--- config.mk ---
export PLATFORM = sky130hd
export DESIGN_NAME = window_convolver_flat
export DESIGN_NICKNAME = d
export VERILOG_FILES = /design/src/rtl/window_convolver_if.sv /design/src/rtl/window_convolver.sv /design/src/flat_wrapper.sv
export SDC_FILE = /design/constraint.sdc
export NUM_CORES = 1
export LEC_CHECK = 0
export CORE_UTILIZATION = 62
export CTS_CLUSTER_DIAMETER = 40
export DETAILED_ROUTE_END_ITERATION = 10
export PLACE_DENSITY = 0.89
export SYNTH_ARGS = -nofsm -noshare
export SYNTH_HDL_FRONTEND = slang
export SYNTH_SLANG_ARGS = --single-unit
export TNS_END_PERCENT = 50
--- constraint.sdc ---
create_clock -name Conv_CLK -period 13.4 [get_ports Conv_CLK]
set_input_delay 3.35 -clock Conv_CLK [delete_from_list [all_inputs] [get_ports Conv_CLK]]
set_output_delay 3.35 -clock Conv_CLK [all_outputs]
set_load 0.005 [all_outputs]
--- src/rtl/window_convolver_if.sv ---
// Bundles the window-reader input, the kernel write port and the result outputs of window_convolver.
// Latency: none; this is only a signal bundle.
// Backpressure: none; the master drives the window and kernel, and the slave answers with a one-cycle valid pulse.
// Ports (master view): Conv_Window/Conv_WinRdy is the window and its ready level; Conv_KWe/Conv_KAddr/Conv_KData is the
//                      coefficient write; Conv_Result/Conv_Valid/Conv_Busy is the result and the block status.
interface window_convolver_if #(
    parameter int DATA_WIDTH = 16,
    parameter int WINDOW     = 3,
    parameter int COEF_WIDTH = 8
);
    logic [DATA_WIDTH*WINDOW*WINDOW-1:0] Conv_Window;
    logic                                Conv_WinRdy;
    logic                                Conv_KWe;
    logic [3:0]                          Conv_KAddr;
    logic [COEF_WIDTH-1:0]               Conv_KData;
    logic [DATA_WIDTH-1:0]               Conv_Result;
    logic                                Conv_Valid;
    logic                                Conv_Busy;

    modport master (
        output Conv_Window, Conv_WinRdy, Conv_KWe, Conv_KAddr, Conv_KData,
        input  Conv_Result, Conv_Valid, Conv_Busy
    );

    modport slave (
        input  Conv_Window, Conv_WinRdy, Conv_KWe, Conv_KAddr, Conv_KData,
        output Conv_Result, Conv_Valid, Conv_Busy
    );
endinterface

--- src/rtl/window_convolver.sv ---
// Convolves a captured WINDOW x WINDOW pixel window with a programmable signed kernel, then shifts and clamps the sum.
// Latency: the result and a Valid pulse arrive WINDOW*WINDOW+1 cycles after the Conv_WinRdy rising edge is captured.
// Backpressure: none; while Busy is high, new window edges and kernel writes are dropped.
// Ports: Conv_CLK is the clock; Conv_RST_N is the async active-low reset; bus is the slave side of window_convolver_if
//        (window, ready level, kernel write port, result, valid and busy).
module window_convolver #(
    parameter int DATA_WIDTH = 16,
    parameter int WINDOW     = 3,
    parameter int COEF_WIDTH = 8,
    parameter int SHIFT      = 4
) (
    input  logic              Conv_CLK,
    input  logic              Conv_RST_N,
    window_convolver_if.slave bus
);
    localparam int N      = WINDOW * WINDOW;
    // The product of a (DATA_WIDTH+1)-bit signed pixel and a coefficient needs DATA+COEF+1 bits.
    // The 4-bit kernel address caps N at 16, so 4 more bits hold the full sum without overflow.
    localparam int PROD_W = DATA_WIDTH + COEF_WIDTH + 1;
    localparam int ACC_W  = DATA_WIDTH + COEF_WIDTH + 5;
    localparam int CENTER = (WINDOW / 2) * WINDOW + (WINDOW / 2);

    typedef enum logic [1:0] {IDLE, MAC, OUT} state_t;

    state_t                       state;
    logic [DATA_WIDTH*N-1:0]      win_q;
    logic signed [COEF_WIDTH-1:0] coef [N];
    logic signed [ACC_W-1:0]      acc;
    logic [3:0]                   idx;
    logic                         rdy_prev;
    logic [DATA_WIDTH-1:0]        result_q;
    logic                         valid_q;
    logic                         busy_q;

    logic [DATA_WIDTH-1:0]        pix_sel;
    logic signed [COEF_WIDTH-1:0] coef_sel;
    logic signed [PROD_W-1:0]     pix_ext;
    logic signed [PROD_W-1:0]     coef_ext;
    logic signed [PROD_W-1:0]     prod;
    logic signed [ACC_W-1:0]      prod_ext;
    logic signed [ACC_W-1:0]      shifted;
    logic [DATA_WIDTH-1:0]        clamped;
    logic                         win_edge;

    always_comb begin
        pix_sel  = '0;
        coef_sel = '0;
        for (int i = 0; i < N; i++) begin
            if (idx == 4'(i)) begin
                pix_sel  = win_q[i*DATA_WIDTH +: DATA_WIDTH];
                coef_sel = coef[i];
            end
        end
        // Pixels are unsigned, so zero-extend them. Coefficients are signed, so sign-extend them.
        // Both operands are extended to the product width so the multiply is signed at full width.
        pix_ext  = {{(COEF_WIDTH + 1){1'b0}}, pix_sel};
        coef_ext = {{(DATA_WIDTH + 1){coef_sel[COEF_WIDTH-1]}}, coef_sel};
        prod     = pix_ext * coef_ext;
        prod_ext = {{(ACC_W - PROD_W){prod[PROD_W-1]}}, prod};

        shifted  = acc >>> SHIFT;
        if (shifted[ACC_W-1]) begin
            clamped = '0;
        end else if (|shifted[ACC_W-2:DATA_WIDTH]) begin
            clamped = '1;
        end else begin
            clamped = shifted[DATA_WIDTH-1:0];
        end

        win_edge = bus.Conv_WinRdy & ~rdy_prev;
    end

    // The kernel is writable only while idle, so a result is never built from a kernel that changed part-way through.
    always_ff @(posedge Conv_CLK or negedge Conv_RST_N) begin
        if (!Conv_RST_N) begin
            for (int i = 0; i < N; i++) begin
                coef[i] <= (i == CENTER) ? COEF_WIDTH'(1 << SHIFT) : '0;
            end
        end else if (bus.Conv_KWe && !busy_q) begin
            for (int i = 0; i < N; i++) begin
                if (bus.Conv_KAddr == 4'(i)) begin
                    coef[i] <= bus.Conv_KData;
                end
            end
        end
    end

    always_ff @(posedge Conv_CLK or negedge Conv_RST_N) begin
        if (!Conv_RST_N) begin
            state    <= IDLE;
            win_q    <= '0;
            acc      <= '0;
            idx      <= '0;
            rdy_prev <= 1'b0;
            result_q <= '0;
            valid_q  <= 1'b0;
            busy_q   <= 1'b0;
        end else begin
            // The ready history updates in every state. A level held through a busy period
            // therefore does not look like a fresh edge once the block is idle again.
            rdy_prev <= bus.Conv_WinRdy;
            valid_q  <= 1'b0;
            case (state)
                IDLE: begin
                    if (win_edge) begin
                        win_q  <= bus.Conv_Window;
                        acc    <= '0;
                        idx    <= '0;
                        busy_q <= 1'b1;
                        state  <= MAC;
                    end
                end
                MAC: begin
                    acc <= acc + prod_ext;
                    idx <= idx + 4'd1;
                    if (idx == 4'(N - 1)) begin
                        state <= OUT;
                    end
                end
                OUT: begin
                    result_q <= clamped;
                    valid_q  <= 1'b1;
                    busy_q   <= 1'b0;
                    state    <= IDLE;
                end
                default: state <= IDLE;
            endcase
        end
    end

    assign bus.Conv_Result = result_q;
    assign bus.Conv_Valid  = valid_q;
    assign bus.Conv_Busy   = busy_q;
endmodule

--- src/flat_wrapper.sv ---
// flat-port wrapper written by rule: the top's interface ports become plain ports
module window_convolver_flat 
#(
    parameter int DATA_WIDTH = 16,
    parameter int WINDOW     = 3,
    parameter int COEF_WIDTH = 8,
    parameter int SHIFT      = 4
)
  (Conv_CLK, Conv_RST_N, bus_Conv_Window, bus_Conv_WinRdy, bus_Conv_KWe, bus_Conv_KAddr, bus_Conv_KData, bus_Conv_Result, bus_Conv_Valid, bus_Conv_Busy);
  window_convolver_if #(.DATA_WIDTH(DATA_WIDTH), .WINDOW(WINDOW), .COEF_WIDTH(COEF_WIDTH)) bus_i ();
  input  logic Conv_CLK;
  input  logic Conv_RST_N;
  input wire logic [$bits(bus_i.Conv_Window)-1:0] bus_Conv_Window;
  input wire logic [$bits(bus_i.Conv_WinRdy)-1:0] bus_Conv_WinRdy;
  input wire logic [$bits(bus_i.Conv_KWe)-1:0] bus_Conv_KWe;
  input wire logic [$bits(bus_i.Conv_KAddr)-1:0] bus_Conv_KAddr;
  input wire logic [$bits(bus_i.Conv_KData)-1:0] bus_Conv_KData;
  output wire logic [$bits(bus_i.Conv_Result)-1:0] bus_Conv_Result;
  output wire logic [$bits(bus_i.Conv_Valid)-1:0] bus_Conv_Valid;
  output wire logic [$bits(bus_i.Conv_Busy)-1:0] bus_Conv_Busy;
  assign bus_i.Conv_Window = bus_Conv_Window;
  assign bus_i.Conv_WinRdy = bus_Conv_WinRdy;
  assign bus_i.Conv_KWe = bus_Conv_KWe;
  assign bus_i.Conv_KAddr = bus_Conv_KAddr;
  assign bus_i.Conv_KData = bus_Conv_KData;
  assign bus_Conv_Result = bus_i.Conv_Result;
  assign bus_Conv_Valid = bus_i.Conv_Valid;
  assign bus_Conv_Busy = bus_i.Conv_Busy;
  window_convolver #(.DATA_WIDTH(DATA_WIDTH), .WINDOW(WINDOW), .COEF_WIDTH(COEF_WIDTH), .SHIFT(SHIFT)) u_core (.Conv_CLK(Conv_CLK), .Conv_RST_N(Conv_RST_N), .bus(bus_i));
endmodule
==> metrics.yaml, run 1 <==
placed_area_sq_um: 18800
rows: 60
crit_required_ns: 13.79
synth_edf_count: 0
postCtsSetupBuffers: 0
yosys_most_used_dff: "dfrtp_1"
routed_via_density: 6.25
cts_tree: "yes"
cts-root-buf: "clkbuf_16"
skew_ns: 0.0122
wl_per_cell_um: 22.0
place_congestion: 0.866
cts_made_buffers: 36
yosys-top-cells-area: "dfrtp_1 (40%), mux2_2 (14%), fa_1 (13%), ha_1 (6.2%), nor2_1 (2.4%)"
fin_area_sq_um: 20000
rsz0062_at_grt: "no"
dp_hpwl_mm: 31.4
first_pass_iters: 5
grt_pass1_vias: 13558
vias: 12527
core_sq_um: 26900
setup_viol: 0
avgSynthCellArea_sq_um: 11.5
overflow: 0
synth_fp_nets: 1823
yosys.area.top_type: "dfrtp_1"
hold_violations: 0
grt_use_total_pct: 32.5
async_flop_share_pct: 100
fin_tns_setup_ns: 0
die_height_um: 167
yosys_warnings: 0
nets: 1979
synth_area_sq_um: 16900
die_x_um: 167
grt_pass1_wl_mm: 71.3
post_cts_resized: 0
path_cells: "inv_1, ha_1, nand3b_1, buf_4, nand2_1, a21oi_1, a21o_1, inv_1, nand2_1, fa_1, fa_1, inv_1, fa_1, fa_1, fa_1, ha_1, o21ai_0, o21ai_0, nand3_1, a211oi_1, a21boi_0, o2111ai_1, xnor2_1, o22ai_1"
synth_most_common_cell: "dfrtp_1"
cts.sinks: 270
synth_top_cell_area_share_pct: 39.8
cpMaxStageDelayCell: "nand2_1"
drv_slew: 0
relSlewSlack_pct: 25.2
rrSetupSlack_ns: 5.45
seq_area_frac_synth_pct: 40.0
htree_num_levels: 2
cp-start-kind: "register"
ctsHoldBuffers: 0
syn2layout_area_growth_pct: 18.3
drc: 0
crit_path_end_kind: "register"
syn_inst: 1472
wirelength_mm: 44.1
worst_pin_slew_ns: 1.12
dp.cells: 1931
ios: 178
antenna_found_initial: 9
yosysUniqueCellTypes: 69
postRouteAntennaNets: 0
drv_cap: 0
yosys-top-cells-count: "dfrtp_1 (269), mux2_2 (217), fa_1 (107), nor2_1 (107), inv_1 (98)"
stdcell_count: 2003
fmax_mhz: 126
port_buffers: 177
clock_latency_ns: 0.53
timing.final.crit_share_pct: 59.4
ys_seq_elements: 270
drtIter0Drc: 874
worstSetupPathType: "reg2reg"
initial_utilization_pct: 62.9
crit_top_cell: "fa_1"
drive_above_1_share_pct: 20.1
grt_max_degree: 131
cts_max_path_buffers: 3
arrival_ns: 8.35
crit_path_max_fanout: 30
min_path_type: "reg2reg"
clk_pin_slew_ns: 0.06
period_needed_ns: 7.95
die_area_sq_um: 27900
status: "complete, no violations"
slowest_delay_ns: 0.69
## critical path, delay by kind of cell (launching register included)
| family | cells | cell delay [ns] |
|---|---|---|
| compound gates | 8 | 2.14 |
| fa+ha+maj | 7 | 2.98 |
| flops | 1 | 0.48 |
| xor+xnor | 1 | 0.15 |
| buf+inv | 4 | 0.93 |
| simple gates | 4 | 1.15 |
## metal layers
metal  routed length [um]  part of all wire, %  GRT usage [%]
met1                16800                   38           39.3
met2                22200                   50           55.6
met3                 2900                  6.6           5.91
met4                 2120                  4.8           17.5
met5                    0                    0              0
## stage by stage
step,utilization [%],setup WS [ns],hold WS [ns]
after detailed placement,70.1,5.63,0.465
after global placement,70.1,5.86,0.459
after global routing,74.5,4.99,0.495
final,74.5,5.45,0.470
after CTS,74.4,5.46,0.476
after floorplan,-,6.92,0.473
## placed cells by master, fill, tap and decap left out, types with 20 or more instances in the layout
cell type and instances:
o31ai_1 22, clkdlybuf4s50_1 176, a221o_1 22, o21ai_0 33
a21oi_1 42, nor2_1 107, fa_1 107, ha_1 84
clkbuf_16 36, nand2_1 95, buf_4 20, a22oi_1 22
dfrtp_1 269, o211ai_1 28, inv_1 98, o22ai_1 27
nand2b_1 25, nand3_1 30, mux2_2 217
## state kept, by name (all words and copies together) (netlist names)
name and flops:
u_core.bus.Conv_Busy 1, u_core.bus.Conv_Result 16, u_core.acc 29, u_core.coef 72, u_core.bus.Conv_Valid 1, u_core.idx 4
u_core.state 2, u_core.rdy_prev 1, u_core.win_q 144
## layout make-up
class                      instances  area (sq um)
fill                            1703          6870
clock inverter                    16           175
clock buffer                      47           982
multi-input combinational       1025          9350
timing repair buffer             197          1930
tap                              341           427
antenna                            9          22.5
inverter                          98           368
sequential                       270          6760
## final timing paths
path | start | to | cells after the start
max reg2reg | u_core.idx[0] | u_core.acc[28] | 24
max | u_core.idx[0] | u_core.acc[28] | 24
max in group asynchronous | Conv_RST_N | u_core.coef[71] | 2
min | u_core.bus.Conv_Result[11] | u_core.bus.Conv_Result[11] | 2
min reg2reg | u_core.bus.Conv_Result[11] | u_core.bus.Conv_Result[11] | 2
min in group asynchronous | Conv_RST_N | u_core.bus.Conv_Result[1] | 1
## cell families after synthesis
family | Yosys count | synth area share [%]
DFF | 270 | 40.0
adders and majority gates | 191 | 18.9
muxes | 218 | 14.5
and+or+nand+nor | 312 | 8.59
AOI/OAI and AO/OA | 278 | 11.9
xor gates and xnor gates | 26 | 1.39
buffers and inverters | 177 | 4.80
Power of run 1 is left out: the tool's default activity adds up to more than one toggle a clock period on the data nets, which glitch-free logic cannot reach.
==> run 2, diff against run 1 <==
--- a/config.mk
+++ b/config.mk
@@ -5,10 +5,10 @@
 export SDC_FILE = /design/constraint.sdc
 export NUM_CORES = 1
 export LEC_CHECK = 0
-export CORE_UTILIZATION = 62
+export CORE_UTILIZATION = 52
 export CTS_CLUSTER_DIAMETER = 40
 export DETAILED_ROUTE_END_ITERATION = 10
-export PLACE_DENSITY = 0.89
+export PLACE_DENSITY = 0.8
 export SYNTH_ARGS = -nofsm -noshare
 export SYNTH_HDL_FRONTEND = slang
 export SYNTH_SLANG_ARGS = --single-unit
==> constraint.sdc (replaced) <==
create_clock -name Conv_CLK -period 7.2 [get_ports Conv_CLK]
set_input_delay 1.8 -clock Conv_CLK [delete_from_list [all_inputs] [get_ports Conv_CLK]]
set_output_delay 1.8 -clock Conv_CLK [all_outputs]
set_load 0.005 [all_outputs]
==> run 2 against run 1 <==
  * Non-clock buffer count grew 26
  * Critical path depth grew 2
  * First-iteration DRC count shrank 16%
  * Sequential share of layout area shrank 1.1 points
  * Critical path type unchanged
  * Critical endpoint is now u_core.acc[27]
  * Largest cell class unchanged
==> metrics.yaml, run 2 (synthesis gave the netlist of run 1 again) <==
syn2layout_area_growth_pct: 22.3  # was 18.3%
routed_via_density: 5.73  # was 6.25
die_area_sq_um: 33300  # was 27900 sq um
grt_max_degree: 150  # was 131
hold-worst-slack_ns: 0.472  # was 0.470 ns
final_common_cell: "dfrtp_1"  # unchanged
die_height_um: 182  # was 167 um
drv_slew: 0  # unchanged
crit_top_cell: "fa_1"  # unchanged
cts_tree: "yes"  # unchanged
cts-root-buf: "clkbuf_16"  # unchanged
cpMaxStageDelayCell: "fa_1"  # was nand2_1
antenna_found_initial: 3  # was 9
fmax_mhz: 144  # was 126 MHz
drtIter0Drc: 735  # was 874
cpLargestDelayFamily: "adder cells"  # unchanged
reg_top3: "u_core.win_q x144, u_core.coef x72, u_core.acc x29"  # unchanged
crit_required_ns: 7.59  # was 13.79 ns
largest_reg_flops: 144  # unchanged
rrSetupSlack_ns: 0.27  # was 5.45 ns
post-place-ws_ns: -0.0818  # was 5.63 ns
drv_cap: 0  # unchanged
first_pass_iters: 5  # unchanged
grt_pass1_vias: 12976  # was 13.6k
min_path_type: "reg2reg"  # unchanged
die_x_um: 182  # was 167 um
port_buffers: 177  # unchanged
crit_path_end_kind: "register"  # unchanged
multi_input_area_sq_um: 9490  # was 9350 sq um
worstSetupPathType: "reg2reg"  # unchanged
final_util_pct: 65.0  # was 74.5%
fin_area_sq_um: 20700  # was 20000 sq um
cp-start-kind: "register"  # unchanged
placed_area_sq_um: 19200  # was 18800 sq um
wl_per_cell_um: 20.1  # was 22.0 um
regArea_sq_um: 6760  # about the same
setup_viol: 0  # unchanged
drc: 0  # unchanged
period_needed_ns: 6.93  # was 7.95 ns
cts_made_buffers: 37  # was 36
htree_num_levels: 2  # unchanged
cts.sinks: 270  # unchanged
nets: 2006  # was 1979
layout_common_cells: "dfrtp_1 (267), mux2_2 (216), clkdlybuf4s50_1 (176)"  # was dfrtp_1 (269), mux2_2 (217), clkdlybuf4s50_1 (176)
initial_utilization_pct: 53.2  # was 62.9%
place_congestion: 0.945  # was 0.866
overflow: 0  # unchanged
wirelength_mm: 42.7  # was 44.1 mm
crit_path_max_fanout: 22  # was 30
regMostFlops: "u_core.win_q"  # unchanged
skew_ns: 0.0162  # was 0.0122 ns
ios: 178  # unchanged
dp_hpwl_mm: 31.7  # was 31.4 mm
grt_use_total_pct: 26.6  # was 32.5%
timing.final.crit_share_pct: 96.2  # was 59.4%
grt_pass1_wl_mm: 69.5  # was 71.3 mm
rows: 65  # was 60
rsz0062_at_grt: "yes"  # was no
clk_pin_slew_ns: 0.05  # was 0.06 ns
relSlewSlack_pct: 24.7  # was 25.2%
slowest_delay_ns: 0.51  # was 0.69 ns
hold_violations: 0  # unchanged
postRouteAntennaNets: 0  # unchanged
cts_max_path_buffers: 3  # unchanged
core_sq_um: 31800  # was 26900 sq um
drive_above_1_share_pct: 23.0  # was 20.1%
cp_num_buf_inv: 3  # was 4
fin_ws_ns: 0.271  # was 5.45 ns
vias: 12137  # was 12.5k
nFillCells: 2349  # was 1703
arrival_ns: 7.32  # was 8.35 ns
status: "complete, no violations"  # unchanged
worst_pin_slew_ns: 1.13  # was 1.12 ns
clock_latency_ns: 0.53  # about the same
-- run 2: final timing paths --
kind | from | cells past startpoint | to
max | u_core.idx[1] | 26 | u_core.acc[27]
max reg2reg | u_core.idx[1] | 26 | u_core.acc[27]
max in group asynchronous | Conv_RST_N | 2 | u_core.coef[11]
min in group asynchronous | Conv_RST_N | 1 | u_core.acc[3]
min | u_core.bus.Conv_Result[7] | 2 | u_core.bus.Conv_Result[7]
min reg2reg | u_core.bus.Conv_Result[7] | 2 | u_core.bus.Conv_Result[7]
-- run 2: through the flow --
step / std cells / setup TNS, ns
floorplan: 1472 / 0
global placement: 2049 / 0
detailed placement: 2049 / -0.157
CTS: 2115 / 0
global route: 2119 / -0.00977
finish: 2120 / 0
-- run 2: timing repair --
item                       in CTS  in global routing
resized for setup               7                 31
setup endpoints to repair       8                 13
buffers inserted                0                  2
hold buffers                    0                  0
pin swaps                       0                  3
-- run 2: tightest hold or removal path: stages, from the launching register on --
cell	delay, ns
dfrtp_1	0.34
nand2_1	0.05
o31ai_1	0.05
-- run 2: layout make-up --
cell class	instances	share of cell area [%]
Multi-Input combinational cell	1025	45.9
Sequential cell	270	32.7
Timing Repair Buffer	223	10.7
Clock buffer	46	4.89
Tap cell	435	2.63
Inverter	98	1.78
Clock inverter	20	1.38
Antenna cell	3	0.0363
-- run 2: layer usage --
| layer | wire, um | track usage, % | vias up |
|---|---|---|---|
| met5 | 0 | 0 | - |
| met4 | 1340 | 9.08 | 0 |
| met2 | 20900 | 45.3 | 358 |
| met1 | 18400 | 34.6 | 6152 |
| met3 | 2040 | 4.17 | 85 |
| li1 | - | - | 5542 |
Power of run 2 is left out for the same reason.
